`src/rtl/multicycle_ctrl_pkg.sv`:
```
// Shared constants for the multicycle controller: opcodes, functs, ALU ops,
// PC source select and FSM state encoding.
package cpu_pkg;

  localparam logic [5:0] OP_R    = 6'b000000;
  localparam logic [5:0] OP_J    = 6'b000010;
  localparam logic [5:0] OP_BEQ  = 6'b000100;
  localparam logic [5:0] OP_BNE  = 6'b000101;
  localparam logic [5:0] OP_ADDI = 6'b001000;
  localparam logic [5:0] OP_ORI  = 6'b001101;
  localparam logic [5:0] OP_LW   = 6'b100011;
  localparam logic [5:0] OP_SW   = 6'b101011;

  localparam logic [5:0] FN_ADD = 6'b100000;
  localparam logic [5:0] FN_SUB = 6'b100010;
  localparam logic [5:0] FN_AND = 6'b100100;
  localparam logic [5:0] FN_OR  = 6'b100101;
  localparam logic [5:0] FN_SLT = 6'b101010;
  localparam logic [5:0] FN_JR  = 6'b001000;

  localparam logic [3:0] ALU_ADD = 4'd0;
  localparam logic [3:0] ALU_SUB = 4'd1;
  localparam logic [3:0] ALU_AND = 4'd2;
  localparam logic [3:0] ALU_OR  = 4'd3;
  localparam logic [3:0] ALU_SLT = 4'd4;

  localparam logic [2:0] PC_INC = 3'd0;
  localparam logic [2:0] PC_BR  = 3'd1;
  localparam logic [2:0] PC_J   = 3'd2;
  localparam logic [2:0] PC_JR  = 3'd3;

  typedef logic [2:0] state_t;

  localparam state_t S_IDLE   = 3'd0;
  localparam state_t S_FETCH  = 3'd1;
  localparam state_t S_DECODE = 3'd2;
  localparam state_t S_EXEC   = 3'd3;
  localparam state_t S_MEM    = 3'd4;
  localparam state_t S_WB     = 3'd5;
  localparam state_t S_TRAP   = 3'd6;

endpackage

```
`src/rtl/multicycle_ctrl_if.sv`:
```
// Shared memory port handshake between the controller and the memory arbiter.
interface multicycle_ctrl_if;
  logic mem_req;
  logic mem_we;
  logic mem_sel_data;
  logic mem_ready;

  modport master (output mem_req, output mem_we, output mem_sel_data, input mem_ready);
  modport slave  (input mem_req, input mem_we, input mem_sel_data, output mem_ready);
endinterface

```
`src/rtl/multicycle_ctrl_alu_op_decode.sv`:
```
// Combinational opcode/funct -> ALU op map with an illegal-instruction flag.
module alu_op_decode
  import cpu_pkg::*;
(
  input  logic [5:0] opcode,
  input  logic [5:0] funct,
  output logic [3:0] alu_op,
  output logic       illegal
);

  always_comb begin
    alu_op  = ALU_ADD;
    illegal = 1'b0;
    case (opcode)
      OP_R: begin
        case (funct)
          FN_ADD:  alu_op = ALU_ADD;
          FN_SUB:  alu_op = ALU_SUB;
          FN_AND:  alu_op = ALU_AND;
          FN_OR:   alu_op = ALU_OR;
          FN_SLT:  alu_op = ALU_SLT;
          FN_JR:   alu_op = ALU_ADD;
          default: illegal = 1'b1;
        endcase
      end
      OP_LW, OP_SW, OP_ADDI: alu_op = ALU_ADD;
      OP_ORI:                alu_op = ALU_OR;
      OP_BEQ, OP_BNE:        alu_op = ALU_SUB;
      OP_J:                  alu_op = ALU_ADD;
      default:               illegal = 1'b1;
    endcase
  end

endmodule

```
`src/rtl/multicycle_ctrl.sv`:
```
// Multicycle FETCH/DECODE/EXEC/MEM/WB sequencer with memory wait timeout.
// Optional perf counters when MULTICYCLE_CTRL_PERF_EN is defined.
module multicycle_ctrl
  import cpu_pkg::*;
#(
  parameter int unsigned MAX_WAIT = 255
) (
  input  logic              clk,
  input  logic              rst,
  input  logic [5:0]        opcode,
  input  logic [5:0]        funct,
  input  logic              alu_zero,
  multicycle_ctrl_if.master mem,
  output logic              ir_wren,
  output logic              pc_wren,
  output logic [2:0]        pc_control,
  output logic              reg_file_wren,
  output logic              reg_file_dmux_sel,
  output logic              reg_file_rmux_sel,
  output logic              alu_mux_sel,
  output logic [3:0]        alu_op,
  output logic              busy,
  output logic              trap
`ifdef MULTICYCLE_CTRL_PERF_EN
  ,
  output logic [31:0]       perf_cycles,
  output logic [31:0]       perf_instret
`endif
);

  localparam logic [7:0] MAX_W = 8'(MAX_WAIT);

  state_t     state, nxt;
  logic [5:0] op_q, fn_q;
  logic [7:0] wait_cnt;
  logic [5:0] dec_op, dec_fn;
  logic [3:0] dec_aop;
  logic       dec_ill;
  logic       is_r, is_jr, is_imm, timeout;

  // One decoder serves both phases: live inputs in DECODE, latched fields after.
  assign dec_op = (state == S_DECODE) ? opcode : op_q;
  assign dec_fn = (state == S_DECODE) ? funct  : fn_q;

  alu_op_decode u_dec (
    .opcode  (dec_op),
    .funct   (dec_fn),
    .alu_op  (dec_aop),
    .illegal (dec_ill)
  );

  assign is_r    = (op_q == OP_R);
  assign is_jr   = is_r && (fn_q == FN_JR);
  assign is_imm  = (op_q == OP_LW) || (op_q == OP_SW) || (op_q == OP_ADDI) || (op_q == OP_ORI);
  assign timeout = (MAX_WAIT != 0) && (wait_cnt == MAX_W) && !mem.mem_ready;

  always_comb begin
    nxt = state;
    case (state)
      S_IDLE:   nxt = S_FETCH;
      S_FETCH:  if (mem.mem_ready) nxt = S_DECODE;
                else if (timeout) nxt = S_TRAP;
      S_DECODE: nxt = dec_ill ? S_TRAP : S_EXEC;
      S_EXEC: begin
        case (op_q)
          OP_R:                 nxt = is_jr ? S_FETCH : S_WB;
          OP_LW, OP_SW:         nxt = S_MEM;
          OP_ADDI, OP_ORI:      nxt = S_WB;
          default:              nxt = S_FETCH;
        endcase
      end
      S_MEM:    if (mem.mem_ready) nxt = (op_q == OP_LW) ? S_WB : S_FETCH;
                else if (timeout) nxt = S_TRAP;
      S_WB:     nxt = S_FETCH;
      S_TRAP:   nxt = S_TRAP;
      default:  nxt = S_TRAP;
    endcase
  end

  always_ff @(posedge clk or posedge rst) begin
    if (rst) begin
      state    <= S_IDLE;
      op_q     <= '0;
      fn_q     <= '0;
      wait_cnt <= '0;
    end else begin
      state <= nxt;
      if (state == S_DECODE) begin
        op_q <= opcode;
        fn_q <= funct;
      end
      if (nxt != state)
        wait_cnt <= '0;
      else if (state == S_FETCH || state == S_MEM)
        wait_cnt <= wait_cnt + 8'd1;
    end
  end

  // Moore outputs; only the FETCH write strobes look at mem_ready.
  always_comb begin
    mem.mem_req       = 1'b0;
    mem.mem_we        = 1'b0;
    mem.mem_sel_data  = 1'b0;
    ir_wren           = 1'b0;
    pc_wren           = 1'b0;
    pc_control        = PC_INC;
    reg_file_wren     = 1'b0;
    reg_file_dmux_sel = 1'b0;
    reg_file_rmux_sel = 1'b0;
    alu_mux_sel       = 1'b0;
    alu_op            = ALU_ADD;
    case (state)
      S_FETCH: begin
        mem.mem_req = 1'b1;
        ir_wren     = mem.mem_ready;
        pc_wren     = mem.mem_ready;
      end
      S_EXEC: begin
        alu_op      = dec_aop;
        alu_mux_sel = is_imm;
        case (op_q)
          OP_BEQ: begin pc_control = PC_BR; pc_wren = alu_zero;  end
          OP_BNE: begin pc_control = PC_BR; pc_wren = !alu_zero; end
          OP_J:   begin pc_control = PC_J;  pc_wren = 1'b1;      end
          OP_R:   if (is_jr) begin pc_control = PC_JR; pc_wren = 1'b1; end
          default: ;
        endcase
      end
      S_MEM: begin
        mem.mem_req      = 1'b1;
        mem.mem_sel_data = 1'b1;
        mem.mem_we       = (op_q == OP_SW);
      end
      S_WB: begin
        reg_file_wren     = 1'b1;
        reg_file_rmux_sel = is_r;
        reg_file_dmux_sel = (op_q == OP_LW);
      end
      default: ;
    endcase
  end

  assign busy = (state != S_IDLE) && (state != S_TRAP);
  assign trap = (state == S_TRAP);

`ifdef MULTICYCLE_CTRL_PERF_EN
  always_ff @(posedge clk or posedge rst) begin
    if (rst) begin
      perf_cycles  <= '0;
      perf_instret <= '0;
    end else begin
      if (busy) perf_cycles <= perf_cycles + 32'd1;
      if (nxt == S_FETCH && (state == S_EXEC || state == S_MEM || state == S_WB))
        perf_instret <= perf_instret + 32'd1;
    end
  end
`endif

endmodule

```
`src/flat_wrapper.sv`:
```
// flat-port wrapper written by rule: the top's interface ports become plain ports
module multicycle_ctrl_flat import cpu_pkg::*;
#(
  parameter int unsigned MAX_WAIT = 255
)
  (clk, rst, opcode, funct, alu_zero, ir_wren, pc_wren, pc_control, reg_file_wren, reg_file_dmux_sel, reg_file_rmux_sel, alu_mux_sel, alu_op, busy, trap, mem_mem_req, mem_mem_we, mem_mem_sel_data, mem_mem_ready);
  multicycle_ctrl_if mem_i ();
  input  logic clk;
  input  logic rst;
  input  logic [5:0] opcode;
  input  logic [5:0] funct;
  input  logic alu_zero;
  output logic ir_wren;
  output logic pc_wren;
  output logic [2:0] pc_control;
  output logic reg_file_wren;
  output logic reg_file_dmux_sel;
  output logic reg_file_rmux_sel;
  output logic alu_mux_sel;
  output logic [3:0] alu_op;
  output logic busy;
  output logic trap;
  output wire logic [$bits(mem_i.mem_req)-1:0] mem_mem_req;
  output wire logic [$bits(mem_i.mem_we)-1:0] mem_mem_we;
  output wire logic [$bits(mem_i.mem_sel_data)-1:0] mem_mem_sel_data;
  input wire logic [$bits(mem_i.mem_ready)-1:0] mem_mem_ready;
  assign mem_mem_req = mem_i.mem_req;
  assign mem_mem_we = mem_i.mem_we;
  assign mem_mem_sel_data = mem_i.mem_sel_data;
  assign mem_i.mem_ready = mem_mem_ready;
  multicycle_ctrl #(.MAX_WAIT(MAX_WAIT)) u_core (.clk(clk), .rst(rst), .opcode(opcode), .funct(funct), .alu_zero(alu_zero), .mem(mem_i), .ir_wren(ir_wren), .pc_wren(pc_wren), .pc_control(pc_control), .reg_file_wren(reg_file_wren), .reg_file_dmux_sel(reg_file_dmux_sel), .reg_file_rmux_sel(reg_file_rmux_sel), .alu_mux_sel(alu_mux_sel), .alu_op(alu_op), .busy(busy), .trap(trap));
endmodule
```
`config.mk`:
```
export PLATFORM = sky130hd
export DESIGN_NAME = multicycle_ctrl_flat
export DESIGN_NICKNAME = d
export VERILOG_FILES = /design/src/rtl/multicycle_ctrl_pkg.sv /design/src/rtl/multicycle_ctrl_if.sv /design/src/rtl/multicycle_ctrl_alu_op_decode.sv /design/src/rtl/multicycle_ctrl.sv /design/src/flat_wrapper.sv
export SDC_FILE = /design/constraint.sdc
export NUM_CORES = 1
export LEC_CHECK = 0
export CAP_MARGIN = 10
export CORE_ASPECT_RATIO = 1.5
export CORE_MARGIN = 1
export CORE_UTILIZATION = 47
export CTS_CLUSTER_DIAMETER = 150
export CTS_CLUSTER_SIZE = 16
export DETAILED_ROUTE_END_ITERATION = 10
export GPL_TIMING_DRIVEN = 0
export PLACE_DENSITY = 0.77
export SYNTH_ARGS = -nofsm -noshare
export SYNTH_HDL_FRONTEND = slang
export SYNTH_SLANG_ARGS = --single-unit
```
`constraint.sdc`:
```
create_clock -name clk -period 3.85 [get_ports clk]
set_clock_uncertainty 0.2 [all_clocks]
set_input_delay 1.155 -clock clk [delete_from_list [all_inputs] [get_ports clk]]
set_output_delay 1.155 -clock clk [all_outputs]
set_load 0.03 [all_outputs]
```
# ---- Word-level counts from Yosys, hierarchy flattened
# Cells that the tools add are included.
dict set report totals {
  ff_bits 23
  out_inout_bits 18
  word_cells 88
  input_bits 16
}
dict set report classes {
  reduce_logical 22
  n_eq_ne 30
  n_addsub 1
  muxes 31
}
# cell n
set ops {}
lappend ops {{$eq A6 B6 Y1 const B} 9}
lappend ops {{$eq A6 B4 Y1 const B} 6}
lappend ops {{$pmux W3 S3} 3}
lappend ops {{$eq A6 B3 Y1 const B} 4}
lappend ops {{$mux W3} 8}
lappend ops {{$mux W8} 2}
lappend ops {{$pmux W3 S5} 1}
lappend ops {{$eq A6 B2 Y1 const B} 2}
lappend ops {{$logic_not A6 Y1} 2}
lappend ops {{$mux W6} 2}
lappend ops {{$pmux W3 S4} 1}
lappend ops {{$reduce_or A2 Y1} 6}
lappend ops {{$mux W1} 10}
lappend ops {{$eq A3 B3 Y1 const B} 3}
lappend ops {{$add A8 B1 Y8 const B} 1}
lappend ops {{$eq A8 B8 Y1 const B} 1}
lappend ops {{$reduce_or A7 Y1} 1}
lappend ops {{$eq A3 B2 Y1 const B} 2}
lappend ops {{$reduce_or A6 Y1} 1}
lappend ops {{$logic_or A1 B1 Y1} 4}
lappend ops {{$pmux W1 S2} 2}
lappend ops {{$pmux W1 S4} 1}
lappend ops {{$eq A3 B1 Y1 const B} 1}
lappend ops {{$logic_and A1 B1 Y1} 3}
lappend ops {{other kinds (7)} 8}

# ---- Depth between registers and ports, before layout
dict set report logic_depth {
  depth_word 10
  ltp_mapped 8
  mapped_depth_nobuf 7
}

# ---- Modules after synthesis
# A second synthesis with hierarchy kept.
dict set report hier_totals {
  cells_unflattened 175
  area_unflattened_um2 1646.6
}
# module n_inst area_per_inst_um2 seq_area_each_um2 cells_per_inst
set by_module_without_submodules {}
lappend by_module_without_submodules {multicycle_ctrl 1 1433.9 575.6 147}
lappend by_module_without_submodules {alu_op_decode 1 212.7 0.0 28}

# ---- Worst setup path after synthesis
# No wires, ideal clock.
dict set report synth_path {
  path_type {in2out}
  from {input opcode[2]}
  to {output alu_op[1]}
  cell_stages 5
  required_ns 2.495
  slack_ns -0.329
  t_arrival_ns 2.824
  path_buffers 0
  path_cell_list {or4_4 > nor2_1 > o21ai_0 > or3b_2 > a21oi_1}
}
dict set report synth_via {
  elab_chain_cells 5
  word_cells_on_any_way 8
  cone_classes {eq/ne: 3; mux: 3; reduce/logical: 2}
}
# element line
set synth_rtl {}
lappend synth_rtl {{start: declaration} flat_wrapper.sv:10} ;# input logic [5:0] opcode;
lappend synth_rtl {{$mux W6 (*)} multicycle_ctrl.sv:42} ;# assign dec_op = (state == S_DECODE) ? opcode : op_q;
lappend synth_rtl {{$eq A6 B3 Y1} multicycle_ctrl_alu_op_decode.sv:14} ;# case (opcode)
lappend synth_rtl {{$reduce_or A2 Y1} multicycle_ctrl_alu_op_decode.sv:14}
lappend synth_rtl {{$pmux W3 S3 (*)} multicycle_ctrl_alu_op_decode.sv:14}
lappend synth_rtl {{$mux W3 (*)} multicycle_ctrl.sv:112} ;# case (state)
lappend synth_rtl {{end: declaration} flat_wrapper.sv:20} ;# output logic [3:0] alu_op;
# Mark *: on every way between the ends. The rest lies on a longest branch, timed or not.

==> impl_metrics.json <==
{
  "status": "finished, violations left",
  "violations": "setup timing",
  "die_x_um": 51.5,
  "nFillCells": 306,
  "rows": 26,
  "rr_startpoint": "u_core.state[2]",
  "grt_antenna_before_repair": 0,
  "worstSkewPairLatency_ps": 260,
  "hp-class": "flip-flop to flip-flop",
  "setup_viol": 2,
  "clock.fmax_mhz": 237,
  "final_common_cell": "nand2_1",
  "cts-htree-levels": 1,
  "hold_buffers": 0,
  "coreArea_mm2": 0.00345,
  "drtPass1Iterations": 4,
  "synthTopCellsByArea": "dfrtp_1 33%, nand2_1 7.4%, nor2_1 4.6%",
  "finalCriticalPeriod_ps": 4210,
  "pre_cts_slack_ps": -1310,
  "path_common_cell": "or4_4",
  "crit_buf_inv": 2,
  "slowest_stage": "or4_4",
  "drtAntennaViolNets": 0,
  "viasPerCell": 5.74,
  "vias": 1728,
  "place.gp.congestion": 0.846,
  "clockBufferDepth": 2,
  "fin_setup_tns_ps": -616,
  "syn_area_per_cell_um2": 7.87,
  "tightestPinTransition_ps": 941,
  "drcViolationCount": 0,
  "total_power_w": 0.000544,
  "slew_headroom": 0.372,
  "grt_max_degree": 24,
  "io_pins": 34,
  "min-delay-start": "u_core.fn_q[4]",
  "hold_violations": 0,
  "critical_path.max_fanout": 3,
  "endpoint_kind": "output pin",
  "grt_use_total": 0.250,
  "synth_flop_cell": "dfrtp_1",
  "die_area_mm2": 0.00392,
  "area.growth.synth_to_final_pct": 29.5,
  "critPathTopFamily": "simple AND/OR/NAND/NOR gates",
  "start_kind": "input pin",
  "synth_top_area_share": 0.334,
  "finalCritPeriodShare": 1.09,
  "crit_start": "opcode[3]",
  "maxCapViolCount": 0,
  "path_class": "input pin to output pin",
  "clock_sinks": 23,
  "final_cell_mix": "34 x nand2_1, 23 x dfrtp_1, 21 x nor2_1",
  "synth_seq_cells": 23,
  "slew_viol_final": 0,
  "synthArstFlopShare": 1.00,
  "stdcell_area_mm2": 0.00223,
  "yosysWarnings": 0,
  "layout.nets": 277,
  "synth_edf_count": 0,
  "dr.first_iter.drc_count": 54,
  "path_clk_slew_ps": 90,
  "yosysSeqAreaShare": 0.334,
  "cts_tree": "yes",
  "dp_hpwl_mm": 3.31,
  "place_area_mm2": 0.00213,
  "cp.arrival_ps": 2860,
  "rsz0062_at_grt": "yes",
  "antenna_cells": 0,
  "overflow": 0,
  "start_util": 0.500,
  "grt_pass1_wl_mm": 7.61,
  "io_buffers": 31,
  "synthCells": 219,
  "powerDensity_mw_per_mm2": 243,
  "cts_buffers": 3,
  "drt-wirelength-per-cell_um": 14.5,
  "root_buffer": "clkbuf_8",
  "multiInputGateArea_mm2": 0.00113,
  "path_cells": "buf_8 -> or4_4 -> or4_4 -> a31oi_1 -> nand3b_1 -> o21a_4 -> buf_6",
  "wl_mm": 4.36,
  "die_h_um": 76.2,
  "drive_gt1_frac": 0.170,
  "netlist_area_mm2": 0.00172,
  "regArea_um2": 576,
  "synth_top_area_cell": "dfrtp_1",
  "irDropWorstVdd_uv": 163,
  "slowest_delay_ps": 570,
  "p_leak_nw": 0.972,
  "post-route-worst-setup-slack_ps": -361,
  "first_global_vias": 1695,
  "synthDistinctLibCells": 50,
  "crit_required_ps": 2490
}
-- per-stage QoR --
step | instances | hold WS, ps | util
after floorplan | 220 | 283 | -
after global placement | 293 | 314 | 0.616
after detailed placement | 293 | 316 | 0.616
after CTS | 301 | 338 | 0.648
after global routing | 301 | 387 | 0.648
final | 301 | 335 | 0.648
-- report_power, final --
| part | switching [W] | internal [W] |
|---|---|---|
| clock | 0.0000814 | 0.0000722 |
| combinational | 0.0000645 | 0.0000456 |
| sequential | 0.0000195 | 0.000260 |
-- worst reg2reg max path, delay by kind of cell (launching register included) --
family	cells	cell delay, ps
DFF	1	420
buffers and inverters	2	360
and+or+nand+nor	6	1810
-- sequential cells by signal (all words and copies together) (netlist names) --
name / cells
u_core.fn_q: 6
u_core.op_q: 6
u_core.state: 3
u_core.wait_cnt: 8
-- cell usage after synthesis (all sizes together) (4+ instances only) --
| cell type | number |
|---|---|
| nand2 | 34 |
| dfrtp | 23 |
| nor2 | 21 |
| o21ai | 13 |
| inv | 10 |
| clkbuf | 9 |
| a21oi | 8 |
| nand2b | 7 |
| nand3b | 7 |
| nand3 | 6 |
| xor2 | 6 |
| and3 | 5 |
| buf | 5 |
| nor3 | 5 |
| or3 | 5 |
| nor4 | 4 |
| xnor2 | 4 |
-- final cells by class --
cell class,count,share of cell area
Multi-Input combinational cell,173,0.508
Buffer,14,0.0286
Sequential cell,23,0.258
Clock inverter,1,0.00224
Timing Repair Buffer,35,0.145
Tap cell,42,0.0235
Clock buffer,3,0.0185
Inverter,10,0.0168
-- final timing paths --
check	slack [ps]	endpoint	cells past startpoint
min in group asynchronous	1190	u_core.wait_cnt[4]	2
worst min-delay path	340	u_core.fn_q[4]	2
worst max register to register	1000	u_core.wait_cnt[4]	8
worst max-delay path	-360	busy	7
max in group asynchronous	1680	u_core.op_q[4]	2
worst min register to register	340	u_core.fn_q[4]	2
-- metal layers --
layer / global-route usage / share of wire
met5: 0 / 0
met1: 0.314 / 0.42
met4: 0.119 / 0.026
met2: 0.412 / 0.52
met3: 0.0279 / 0.033
-- logic make-up (layout without fill, tap and decap cells) --
group	after synthesis	in the layout	synth area share
other	1	2	0.00217
muxes	2	2	0.0116
buffers and inverters	24	63	0.0581
adders and majority gates	1	1	0.00726
xor gates and xnor gates	10	10	0.0508
AOI/OAI and AO/OA	45	45	0.175
DFF	23	23	0.334
and+or+nand+nor	113	113	0.361
-- repair_timing --
item                                    CTS  global route
pin swaps                                 4             3
endpoints found under the setup margin    7             5
buffers inserted                          4             0
cloned                                    0             0
gates resized for setup                  64            12
Power figures use the tool's default switching activity.
==> edit (same flow settings) <==
`MAX_WAIT` is set to 255 in 2 places; all go to 127.
--- a/src/rtl/multicycle_ctrl.sv
+++ b/src/rtl/multicycle_ctrl.sv
@@ -3,7 +3,7 @@
 module multicycle_ctrl
   import cpu_pkg::*;
 #(
-  parameter int unsigned MAX_WAIT = 255
+  parameter int unsigned MAX_WAIT = 127
 ) (
   input  logic              clk,
   input  logic              rst,
--- a/src/flat_wrapper.sv
+++ b/src/flat_wrapper.sv
@@ -1,7 +1,7 @@
 // flat-port wrapper written by rule: the top's interface ports become plain ports
 module multicycle_ctrl_flat import cpu_pkg::*;
 #(
-  parameter int unsigned MAX_WAIT = 255
+  parameter int unsigned MAX_WAIT = 127
 )
   (clk, rst, opcode, funct, alu_zero, ir_wren, pc_wren, pc_control, reg_file_wren, reg_file_dmux_sel, reg_file_rmux_sel, alu_mux_sel, alu_op, busy, trap, mem_mem_req, mem_mem_we, mem_mem_sel_data, mem_mem_ready);
   multicycle_ctrl_if mem_i ();
Check against the original RTL: same outputs for any inputs over 10 cycles, from zero or initial values and one cycle with rst high; that may be too few to reach the edited logic, so the function may still have changed.
==> edit against the original RTL <==
- the flow still finishes with violations (negative setup slack)
- via count increased by 4.7%
- worst setup slack got worse by 0.18 ns
- sequential power increased by 6%
- first-iteration DRC count decreased by 24%
- area after synthesis decreased by 0.94%
- wire length increased by 25%
- final area increased by 12%
- die area decreased by 0.91%
- non-clock buffer count increased by 26
- total power increased by 22%
- sequential cell count unchanged
- highest routed layer unchanged
==> edit: results (changes against the original RTL) <==
Seq/Total Area, Yosys: 33.7% (was 33.4%)
P_leak: 1.10 nW (was 0.972 nW)
WL met2: 3040 um (was 2270 um)
# setup viols final: 2 (unchanged)
Post-synth ARST share: 100% (unchanged)
RePlAce Congestion: 0.895 (was 0.846)
Crit-path slowest cell: o41a_1 (was or4_4)
worst vdd ir: 0.257 mV (was 0.163 mV)
Setup TNS: -1.04 ns (was -0.616 ns)
Post-Synth XOR/XNOR Area: 6.15% (was 5.08%)
pre-CTS setup slack: -1.56 ns (was -1.31 ns)
Max FO, Critical Path: 4 (was 3)
antenna fix cells: 0 (unchanged)
reg-to-reg slack, setup: 0.83 ns (was 1.00 ns)
Final #Nets: 288 (was 277)
final worst setup slack: -0.544 ns (was -0.361 ns)
Routed met1 length: 2080 um (was 1830 um)
Area contributors post-synth: dfrtp_1 (34%), nand2_1 (5.9%), nor4_1 (4.8%) (was dfrtp_1 (33%), nand2_1 (7.4%), nor2_1 (4.6%))
first-pass GRT wire length: 7360 um (was 7610 um)
grt met2 use: 52.0% (was 41.2%)
P_int: 0.435 mW (was 0.378 mW)
utilization after layout: 72.9% (was 64.8%)
Switching Share: 34.2% (was 30.4%)
vias in the first global route: 1659 (was 1695)
failing checks: negative setup slack (unchanged)
fillers: 265 (was 306)
average size of a mapped cell: 8.25 um^2 (was 7.87 um^2)
fraction of layout cells with a size suffix above 1: 33.0% (was 17.0%)
commonest cells in the synthesized netlist: nand2_1 (27), dfrtp_1 (23), nor2_1 (18) (was nand2_1 (34), dfrtp_1 (23), nor2_1 (21))
Sequential Power: 0.298 mW (was 0.280 mW)
Critical Path Max Stage Delay: 0.43 ns (was 0.57 ns)
Avg Vias per Cell: 5.80 (was 5.74)
final WL: 5440 um (was 4360 um)
placed cells: 281 (was 293)
complex-gate fraction of the synthesized area: 14.9% (was 17.5%)
initial DRC count: 41 (was 54)
Hold WS: 0.301 ns (was 0.335 ns)
via count: 1809 (was 1728)
CTS H-tree lvls: 1 (unchanged)
worst skew pair latency: 0.27 ns
Final HPWL DP: 3350 um (was 3310 um)
Post-Synth Adder-Cell Area: 0.733% (was 0.726%)
cell family with most CP delay: compound AO/OA/AOI/OAI gates (was simple AND/OR/NAND/NOR gates)
WL met3: 194 um (was 143 um)
post-synthesis mux area share: 5.86% (was 1.16%)
Tot GR Track Use: 25.7% (was 25.0%)
GR Util met1: 26.6% (was 31.4%)
DR pass1 iterations: 5 (was 4)
Data arrival, critical path: 3.04 ns (was 2.86 ns)
slew at the pin with the worst max-slew slack: 0.909 ns (was 0.941 ns)
placed cell areas: 2130 um^2 (about the same)
outcome: finished with violations (unchanged)
clock share of power: 23.5% (was 28.3%)
-- edit: cell type report --
| cell class | count | area share, % |
|---|---|---|
| Clock inverter | 1 | 0.199 |
| Tap cell | 42 | 2.09 |
| Multi-Input combinational cell | 161 | 47.7 |
| Timing Repair Buffer | 60 | 20.3 |
| Inverter | 7 | 1.05 |
| Buffer | 15 | 4.08 |
| Sequential cell | 23 | 22.9 |
| Clock buffer | 3 | 1.64 |
-- edit: final timing paths --
kind,depth (start not counted),from,end
setup / recovery,8,opcode[1],busy
hold / removal,2,u_core.fn_q[3],u_core.fn_q[3]
setup reg to reg,8,u_core.state[2],u_core.wait_cnt[3]
hold reg to reg,2,u_core.fn_q[3],u_core.fn_q[3]
max in group asynchronous,2,rst,u_core.op_q[1]
min in group asynchronous,2,rst,u_core.wait_cnt[6]
-- edit: what timing repair did --
item	CTS	global route
buffers inserted	18	12
setup endpoints to repair	9	12
endpoints found under the hold margin	0	0
resized for setup	108	30
pin swaps	16	10
gates cloned	0	0
